==> src/rtl/pipe_hazard_ctrl.sv <==
// Hazard/stall controller for the 5-stage MIPS pipeline: load-use bubbles, branch
// flushes, multi-cycle EX holds, memory-wait freeze and a saturating stall counter.
module pipe_hazard_ctrl #(
  parameter int MC_LAT = 4,
  parameter int CNT_W  = 16
) (
  input  logic             clk,
  input  logic             rst_n,
  input  logic [4:0]       id_rs,
  input  logic [4:0]       id_rt,
  input  logic             id_uses_rs,
  input  logic             id_uses_rt,
  input  logic             id_mc_start,
  input  logic [4:0]       ex_rt,
  input  logic             ex_mem_read,
  input  logic             ex_branch_taken,
  input  logic             mem_wait,
  output logic             pc_we,
  output logic             if_id_we,
  output logic             if_id_flush,
  output logic             id_ex_we,
  output logic             id_ex_bubble,
  output logic             mc_busy,
  output logic [CNT_W-1:0] stall_count
);

  typedef enum logic {
    RUN     = 1'b0,
    MC_BUSY = 1'b1
  } state_e;

  localparam logic [3:0]       McReload = 4'(MC_LAT - 2);
  localparam logic [CNT_W-1:0] StallMax = '1;

  state_e           state_q, state_d;
  logic [3:0]       cnt_q, cnt_d;
  logic [CNT_W-1:0] stallCount_q, stallCount_d;

  logic rsMatch;
  logic rtMatch;
  logic loadUse;
  logic mcEnter;
  logic stallCycle;

  // Register $0 is hard-wired zero, so a load targeting it never creates a hazard.
  assign rsMatch = id_uses_rs & (id_rs == ex_rt);
  assign rtMatch = id_uses_rt & (id_rt == ex_rt);
  assign loadUse = ex_mem_read & (ex_rt != 5'd0) & (rsMatch | rtMatch);

  // A taken branch squashes the ID instruction and a load-use stall holds it,
  // so in both cases the multi-cycle op must not be launched yet.
  assign mcEnter = (state_q == RUN) & ~ex_branch_taken & ~loadUse & id_mc_start;

  always_ff @(negedge clk) begin
    if (!rst_n) begin
      state_q <= RUN;
      cnt_q   <= 4'd0;
    end else begin
      state_q <= state_d;
      cnt_q   <= cnt_d;
    end
  end

  always_comb begin
    state_d = state_q;
    cnt_d   = cnt_q;
    if (!mem_wait) begin
      case (state_q)
        RUN: begin
          if (mcEnter) begin
            state_d = MC_BUSY;
            cnt_d   = McReload;
          end
        end
        MC_BUSY: begin
          if (cnt_q == 4'd0) begin
            state_d = RUN;
          end else begin
            cnt_d = cnt_q - 4'd1;
          end
        end
        default: begin
          state_d = RUN;
          cnt_d   = 4'd0;
        end
      endcase
    end
  end

  always_comb begin
    pc_we        = 1'b1;
    if_id_we     = 1'b1;
    if_id_flush  = 1'b0;
    id_ex_we     = 1'b1;
    id_ex_bubble = 1'b0;
    mc_busy      = 1'b0;
    if (!rst_n) begin
      pc_we        = 1'b0;
      if_id_we     = 1'b0;
      if_id_flush  = 1'b1;
      id_ex_we     = 1'b0;
      id_ex_bubble = 1'b1;
    end else if (mem_wait) begin
      pc_we    = 1'b0;
      if_id_we = 1'b0;
      id_ex_we = 1'b0;
      mc_busy  = (state_q == MC_BUSY);
    end else if (state_q == MC_BUSY) begin
      pc_we    = 1'b0;
      if_id_we = 1'b0;
      id_ex_we = 1'b0;
      mc_busy  = 1'b1;
    end else if (ex_branch_taken) begin
      if_id_flush  = 1'b1;
      id_ex_bubble = 1'b1;
    end else if (loadUse) begin
      pc_we        = 1'b0;
      if_id_we     = 1'b0;
      id_ex_bubble = 1'b1;
    end
  end

  // Memory-wait freezes are not counted; only hazard and multi-cycle holds are.
  assign stallCycle = ~mem_wait & ~pc_we;

  always_comb begin
    stallCount_d = stallCount_q;
    if (stallCycle && (stallCount_q != StallMax)) begin
      stallCount_d = stallCount_q + CNT_W'(1);
    end
  end

  always_ff @(negedge clk) begin
    if (!rst_n) begin
      stallCount_q <= '0;
    end else begin
      stallCount_q <= stallCount_d;
    end
  end

  assign stall_count = stallCount_q;

endmodule

==> config.mk <==
export PLATFORM = sky130hd
export DESIGN_NAME = pipe_hazard_ctrl
export DESIGN_NICKNAME = d
export VERILOG_FILES = /design/src/rtl/pipe_hazard_ctrl.sv
export SDC_FILE = /design/constraint.sdc
export NUM_CORES = 1
export LEC_CHECK = 0
export CAP_MARGIN = 20
export CORE_ASPECT_RATIO = 1.1
export CORE_MARGIN = 3
export CORE_UTILIZATION = 50
export CTS_BUF_LIST = sky130_fd_sc_hd__clkbuf_4
export DETAILED_ROUTE_END_ITERATION = 8
export PLACE_DENSITY = 0.9
export SLEW_MARGIN = 20
export SYNTH_ARGS = -nofsm -noshare
export SYNTH_HDL_FRONTEND = slang
export SYNTH_SLANG_ARGS = --single-unit
==> constraint.sdc <==
create_clock -name clk -period 6.09 [get_ports clk]
set_clock_uncertainty 0.15 [all_clocks]
set_input_delay 1.218 -clock clk [delete_from_list [all_inputs] [get_ports clk]]
set_output_delay 1.218 -clock clk [all_outputs]
set_load 0.02 [all_outputs]
* Word-level counts from Yosys, hierarchy flattened
Index checks and enable logic that the tools add are counted.
** Storage, ports and cells
- Register bits :: 21
- Word-level logic and storage cells :: 54
- Input port bits :: 23
** Cells by class
- Bitwise logic cells :: 14
- $add $sub $neg :: 2
- Muxes and demuxes :: 26
- Eq/ne operators :: 5
- Reductions and logical operators :: 4
** Operators with widths (number)
- two-way mux 1 bit :: 22
- adder 16 x 1 -> 16 bit (second input constant) :: 1
- inequality test 16 bit (second input constant) :: 1
- == test 5 bit :: 2
- AND 1 bit :: 8
- two-way mux 4 bit :: 2
- case mux 4 bit (2 select lines) :: 1
- NOT 1 bit :: 5
- nonzero test 5 bit :: 1
- zero test 4 bit :: 1
- inequality test 2 bit (second input constant) :: 2
- subtractor 4 x 1 -> 4 bit (second input constant) :: 1
- AND reduction 3 bit :: 1
- case mux 1 bit (2 select lines) :: 1
- logical AND 1 bit :: 1
- bitwise OR 1 bit :: 1

* Logic depth before layout (Yosys ltp)
Gate-level depths: netlist of the first run.
- Depth after elaboration :: 12
- Mapped depth :: 8

==> results of run 1 <==
-- flip-flops by register name, indices dropped and copies added (netlist names) --
signal and cells:
cnt_q 4, stall_count 16, state_q 1
-- cell usage in the layout (no fill, tap or decap), types with 2 or more instances in the layout --
| master | instances |
|---|---|
| a21oi_2 | 4 |
| nor3_1 | 5 |
| a21oi_1 | 8 |
| or4_4 | 3 |
| inv_1 | 26 |
| clkdlybuf4s50_1 | 33 |
| and3_1 | 4 |
| o31ai_1 | 9 |
| buf_4 | 13 |
| or4_1 | 6 |
| clkbuf_4 | 3 |
| nand3_1 | 12 |
| ha_1 | 3 |
| nor4_1 | 3 |
| dfxtp_1 | 21 |
| xor2_1 | 2 |
| dlymetal6s2s_1 | 4 |
| nand2_1 | 16 |
| xnor2_1 | 9 |
| mux2i_1 | 5 |
| nand2b_1 | 6 |
| nand4_1 | 6 |
| a211oi_1 | 3 |
| and2_1 | 3 |
| o21a_1 | 3 |
| nor2_1 | 8 |
| dlygate4sd2_1 | 7 |
-- metrics by stage --
step                total power, mW  hold slack [ns]  cells
floorplan                     0.196            0.330    163
detailed placement            0.230            0.355    244
global placement              0.228            0.334    244
finish                        0.330            0.366    269
CTS                           0.333            0.361    268
global route                  0.354            0.389    269
-- critical path: cells and delay by family --
family / cells / cell delay [ns]
buf+inv: 2 / 0.67
simple gates: 2 / 0.67
compound gates: 3 / 0.44
xor+xnor: 1 / 0.13
-- power breakdown --
| group | leakage [nW] | switching, mW | internal [mW] | total, mW |
|---|---|---|---|---|
| Clock | 0.131 | 0.0829 | 0.0417 | 0.125 |
| Combinational | 0.544 | 0.0308 | 0.0339 | 0.0647 |
| Sequential | 0.170 | 0.00133 | 0.140 | 0.141 |
| Total | 0.844 | 0.115 | 0.215 | 0.330 |
-- repair_timing --
item | in CTS | in global routing
setup endpoints to repair | 16 | 18
gates resized for setup | 8 | 9
pin swaps | 1 | 6
setup buffers | 0 | 1
-- kinds of logic after synthesis --
logic type,share of synthesized area (%)
xor+xnor,7.74
flops,31.0
compound gates,18.1
fa+ha+maj,2.77
mux,3.69
buf+inv,5.07
simple gates,31.7
-- cell type report --
cell class	instances	area [um2]
Timing Repair Buffer	58	559
Inverter	4	15.0
Fill cell	165	504
Clock inverter	22	82.6
Clock buffer	3	22.5
Tap cell	31	38.8
Sequential cell	21	420
Multi-Input combinational cell	130	901
-- worst max path at each step --
stage | start | to | slack [ns]
floorplan | ex_rt[0] | stall_count[6] | 0.11
global placement | ex_rt[3] | stall_count[15] | -0.36
finish | id_rt[0] | stall_count[8] | 0.07
global route | id_rs[3] | stall_count[5] | 0.004
CTS | ex_rt[0] | stall_count[7] | 0.006
detailed placement | ex_rt[0] | stall_count[7] | -0.42
-- layer usage --
metal  GRT usage (%)  vias to the layer above  wire [um]
li1                -                      750          -
met1            24.8                      673       1610
met2            38.7                       68       1760
met3            5.11                        8        226
met4            18.1                        0         85
met5               0                        -          0
-- synth_stat cells, drive strengths merged (4+ instances only) --
| cell | count |
|---|---|
| a21oi | 13 |
| and3 | 4 |
| buf | 5 |
| dfxtp | 21 |
| inv | 5 |
| mux2i | 5 |
| nand2 | 16 |
| nand2b | 6 |
| nand3 | 12 |
| nand4 | 6 |
| nor2 | 9 |
| nor3 | 5 |
| o31ai | 9 |
| or4 | 9 |
| xnor2 | 10 |
==> impl_metrics.json, run 1 <==
{
  "setup_viol": 0,
  "worst_ep_required_time_ns": 3.20,
  "synth-main-ff-cell": "dfxtp_1",
  "vdd.ir_drop.worst_mv": 0.107,
  "die_w_um": 55.7,
  "numCtsBuffers": 3,
  "place.gp.congestion": 0.866,
  "final.setup.tns_ns": 0,
  "drt-initial-drc-count": 43,
  "antenna_found_initial": 0,
  "routedWlPerCell_um": 13.7,
  "cts_hold_buffers": 0,
  "cp-start-kind": "input port",
  "fin_util_pct": 80.2,
  "syn_area_per_cell_um2": 8.33,
  "grt_start_max_net_pins": 24,
  "vias": 1499,
  "rows": 19,
  "htreeDepth": 1,
  "syn_nets": 189,
  "relSlewSlack_pct": 48.4,
  "io_pins": 45,
  "powerDensity_nw_per_um2": 162,
  "drive_above_1_share_pct": 13.4,
  "firstDrtPassIters": 4,
  "setup.worst_path.end_class": "register",
  "grt_usage_pct": 22.6,
  "post_drt_via_cell_ratio": 5.57,
  "ys_types": 37,
  "hold_violations": 0,
  "die_height_um": 60.7,
  "cp_max_fo": 23,
  "antennaDiodeCount": 0,
  "yosysTopAreaCell": "dfxtp_1",
  "path_cells": "clkdlybuf4s50_1, xnor2_2, nand4_1, o22ai_4, a21oi_4, buf_12, or4_1, a21oi_1",
  "cts.sinks": 21,
  "hpwl_um": 2690,
  "post-place-ws_ns": -0.420,
  "cts_tree": "done",
  "netlist_instances": 163,
  "design.die.area_um2": 3380,
  "grt_setup_unrepaired": "no",
  "final_max_slew_viol_count": 0,
  "final_area_um2": 2040,
  "hp-start": "stall_count[9]",
  "hold_path_class": "register to register",
  "rr_endpoint": "stall_count[7]",
  "worst-endpoint-arrival_ns": 3.13,
  "clk_path_buf_depth": 2,
  "status": "finished, final reports clean",
  "ys_seq_area_share_pct": 31.0,
  "gr-total-overflow": 0,
  "r2r_start": "stall_count[0]",
  "async_reset_ff_share_pct": 0,
  "grt_pass1_wl_um": 6130,
  "synth.top_cell.area_share_pct": 31.0,
  "initial_core_util_pct": 53.4,
  "coreArea_um2": 2540,
  "slowest_delay_ns": 0.51,
  "nets": 265,
  "clock-root-buffer": "clkbuf_4",
  "area_growth_pct": 50.2,
  "hold_depth": 2,
  "numPortBuffers": 44,
  "synth_edf_count": 0,
  "fin_ws_ns": 0.0696,
  "cpMaxStageDelayCell": "clkdlybuf4s50_1",
  "clk_pin_slew_worst_paths_ns": 0.04,
  "grt_pass1_vias": 1536,
  "holdPathEnd": "stall_count[9]",
  "drc_errors": 0,
  "reg2reg_slack_ns": 3.78,
  "synth_seq_cells": 21,
  "max_slew.worst_pin.slew_ns": 0.773,
  "clock_latency_ns": 0.39,
  "maxCapViolCount": 0,
  "rr_worst_depth": 7,
  "drt-total-wl_um": 3680,
  "placed_cell_area_um2": 1900,
  "ys_warn_count": 0,
  "final_antenna_net_count": 0,
  "synth_area_leaders": "dfxtp_1, xnor2_1, o31ai_1, or4_1, nand3_1",
  "critPathKind": "input port to register",
  "netlist_area_um2": 1360,
  "power_leakage_nw": 0.844
}
(Power assumes the default switching activity.)
==> run 2, diff against run 1 <==
==> constraint.sdc (replaced) <==
create_clock -name clk -period 6.09 [get_ports clk]
set_clock_uncertainty 0.15 [all_clocks]
set_input_delay 1.827 -clock clk [delete_from_list [all_inputs] [get_ports clk]]
set_output_delay 1.827 -clock clk [all_outputs]
set_load 0.02 [all_outputs]
==> run 2 against run 1 <==
The flow now stops in clock tree synthesis (4_1_cts); synthesized cell count unchanged; synthesized area did not move.
==> impl_metrics.json, run 2 <==
{
  "status": "did not finish",
  "haltStage": "clock tree synthesis (4_1_cts)",
  "tool.error": "[ERROR DPL-0033] detailed placement checks failed during check placement.",
  "hpwl_um": 3100,
  "htreeDepth": 1,
  "netlist_instances": 163,
  "synth_mux_area_share_pct": 3.69,
  "synth.top_cell.area_share_pct": 31.0,
  "synthSimpleGateAreaFrac_pct": 31.7,
  "synth.most_common_cell": "dfxtp_1",
  "yosys-top-cells-count": "dfxtp_1, nand2_1, nand3_1",
  "ys_warn_count": 0,
  "synth-main-ff-cell": "dfxtp_1",
  "die_w_um": 55.7,
  "syn_area_per_cell_um2": 8.33,
  "ys_types": 37,
  "ys_seq_area_share_pct": 31.0,
  "cts.sinks": 21,
  "die_height_um": 60.7,
  "synth_adder_area_share_pct": 2.76,
  "initial_core_util_pct": 53.4,
  "cts_hold_buffers": 0,
  "synthXorXnorAreaFrac_pct": 7.74,
  "clk_path_buf_depth": 2,
  "synth_compound_area_share_pct": 18.1,
  "numPortBuffers": 44,
  "io_pins": 45,
  "cts_resized": 155,
  "netlist_area_um2": 1360,
  "async_reset_ff_share_pct": 0,
  "numCtsBuffers": 3,
  "clock-root-buffer": "clkbuf_4",
  "placed_cell_area_um2": 2040,
  "synth_top_family_by_area": "simple AND/OR/NAND/NOR gates",
  "yosysTopAreaCell": "dfxtp_1",
  "synth_seq_cells": 21,
  "cts_setup_buffers": 9,
  "rows": 19,
  "syn_nets": 189,
  "place.gp.congestion": 0.870,
  "synth_edf_count": 0,
  "synth_area_leaders": "dfxtp_1, xnor2_1, o31ai_1, or4_1, nand3_1"
}
## run 2: cell families after synthesis
logic type	count (synthesis)
simple gates	77
compound gates	33
flops	21
xor+xnor	12
buf+inv	12
mux	5
fa+ha+maj	3
## run 2: stage by stage
stage | std cells | hold WS [ns] | setup WS (ns)
after floorplan | 163 | 0.330 | -0.489
after global placement | 260 | 0.328 | -0.960
after detailed placement | 260 | 0.349 | -1.09
==> run 3, diff against run 2 <==
CORE_ASPECT_RATIO = unset   (was 1.1)
CORE_UTILIZATION = 35   (was 50)
CTS_BUF_LIST = unset   (was sky130_fd_sc_hd__clkbuf_4)
PLACE_DENSITY = unset   (was 0.9)
PLACE_DENSITY_LB_ADDON = 0.15   (was unset)
==> run 3 against run 2 <==
The flow now finishes, with violations (setup timing).
==> impl_metrics.json, run 3 (synthesis results as in run 1) <==
{
  "max_slew.worst_pin.slew_ns": 0.320,
  "antenna_found_initial": 0,
  "wirelength_met1_um": 1950,
  "worst_ep_required_time_ns": 3.12,
  "hold_violations": 0,
  "whs_ns": 0.360,
  "cts.sinks": 21,
  "rows": 22,
  "setup_viol": 26,
  "grt_pass1_wl_um": 7080,
  "area_growth_pct": 86.6,
  "vdd.ir_drop.worst_mv": 0.126,
  "vias": 1616,
  "maxCapViolCount": 0,
  "cp_max_fo": 6,
  "final.setup.tns_ns": -7.72,
  "dp_cells": 278,
  "largest_reg_flops": 16,
  "initial_core_util_pct": 36.8,
  "final_max_slew_viol_count": 0,
  "power_leakage_nw": 1.12,
  "clock-root-buffer": "clkbuf_8",
  "cp-start-kind": "input port",
  "coreArea_um2": 3690,
  "final_common_cell": "buf_4",
  "p_total_uw": 425,
  "final_antenna_net_count": 0,
  "status": "finished, violations left",
  "finalNonFillerCells": 314,
  "relSlewSlack_pct": 78.6,
  "violations": "setup timing",
  "place.gp.congestion": 0.817,
  "die_w_um": 68.3,
  "cts_tree": "done",
  "route.top_layer_used": "met4",
  "drc_errors": 0,
  "gr-total-overflow": 0,
  "numCtsBuffers": 3,
  "nets": 293,
  "numPortBuffers": 44,
  "die_height_um": 68.3,
  "grt_start_max_net_pins": 22,
  "clk_path_buf_depth": 2,
  "antennaDiodeCount": 0,
  "fin_util_pct": 68.7,
  "layout_common_cells": "buf_4, inv_1, dfxtp_1",
  "io_pins": 45,
  "firstDrtPassIters": 4,
  "design.die.area_um2": 4660,
  "setup.worst_path.end_class": "register",
  "hold_path_class": "register to register",
  "wl_met2_um": 2340,
  "worst-endpoint-arrival_ns": 3.57,
  "critPathKind": "input port to register",
  "grt_setup_unrepaired": "yes",
  "hpwl_um": 2900,
  "powerDensity_nw_per_um2": 168,
  "drive_above_1_share_pct": 42.9,
  "fin_ws_ns": -0.442,
  "routedWlPerCell_um": 14.3,
  "clock_latency_ns": 0.34,
  "grt_pass1_vias": 1587,
  "drt-initial-drc-count": 74,
  "drt-total-wl_um": 4500,
  "htreeDepth": 1,
  "post_drt_via_cell_ratio": 5.15,
  "wl_met3_um": 202,
  "grt_usage_pct": 19.8,
  "clk_pin_slew_worst_paths_ns": 0.04
}
[run 3: stage by stage]
step	area [um2]	setup slack, ns
floorplan	1370	-0.489
global placement	2060	-1.00
detailed placement	2060	-1.06
CTS	2470	-0.452
global route	2530	-0.466
finish	2530	-0.442
[run 3: layout make-up]
class | instances | area (um2)
timing repair buffer | 86 | 779
sequential | 21 | 424
fill | 312 | 1150
inverter | 4 | 15.0
clock buffer | 3 | 41.3
clock inverter | 22 | 109
multi-input combinational | 130 | 1100
tap | 48 | 60.1
[run 3: worst max-delay path, stage by stage]
cell and delay [ns]:
buf_6 0.10, or4_4 0.52, o21a_1 0.22, nor3b_4 0.17
a21oi_4 0.24, buf_6 0.17, buf_16 0.12, o21bai_1 0.06
nor3b_2 0.15
[run 3: repair_timing]
action | in CTS | in global routing
setup endpoints to repair | 43 | 32
buffers inserted | 8 | 3
hold buffers | 0 | 0
cloned | 3 | 0
pin swaps | 34 | 28
resized for setup | 124 | 41
[run 3: final timing paths]
check / startpoint / endpoint / slack (ns) / cells after the start
hold reg to reg: cnt_q[3] / cnt_q[3] / 0.36 / 2
setup reg to reg: stall_count[0] / stall_count[4] / 3.81 / 8
setup / recovery: ex_rt[0] / stall_count[12] / -0.44 / 9
hold / removal: cnt_q[3] / cnt_q[3] / 0.36 / 2
[run 3: layer usage]
metal	vias up	GRT usage (%)
li1	811	-
met1	757	23.7
met2	45	32.5
met3	3	7.22
met4	0	6.95
met5	-	0
[run 3: where the power goes]
part / switching (mW) / internal (mW)
combinational: 0.0402 / 0.0483
clock: 0.0888 / 0.106
sequential: 0.00144 / 0.140
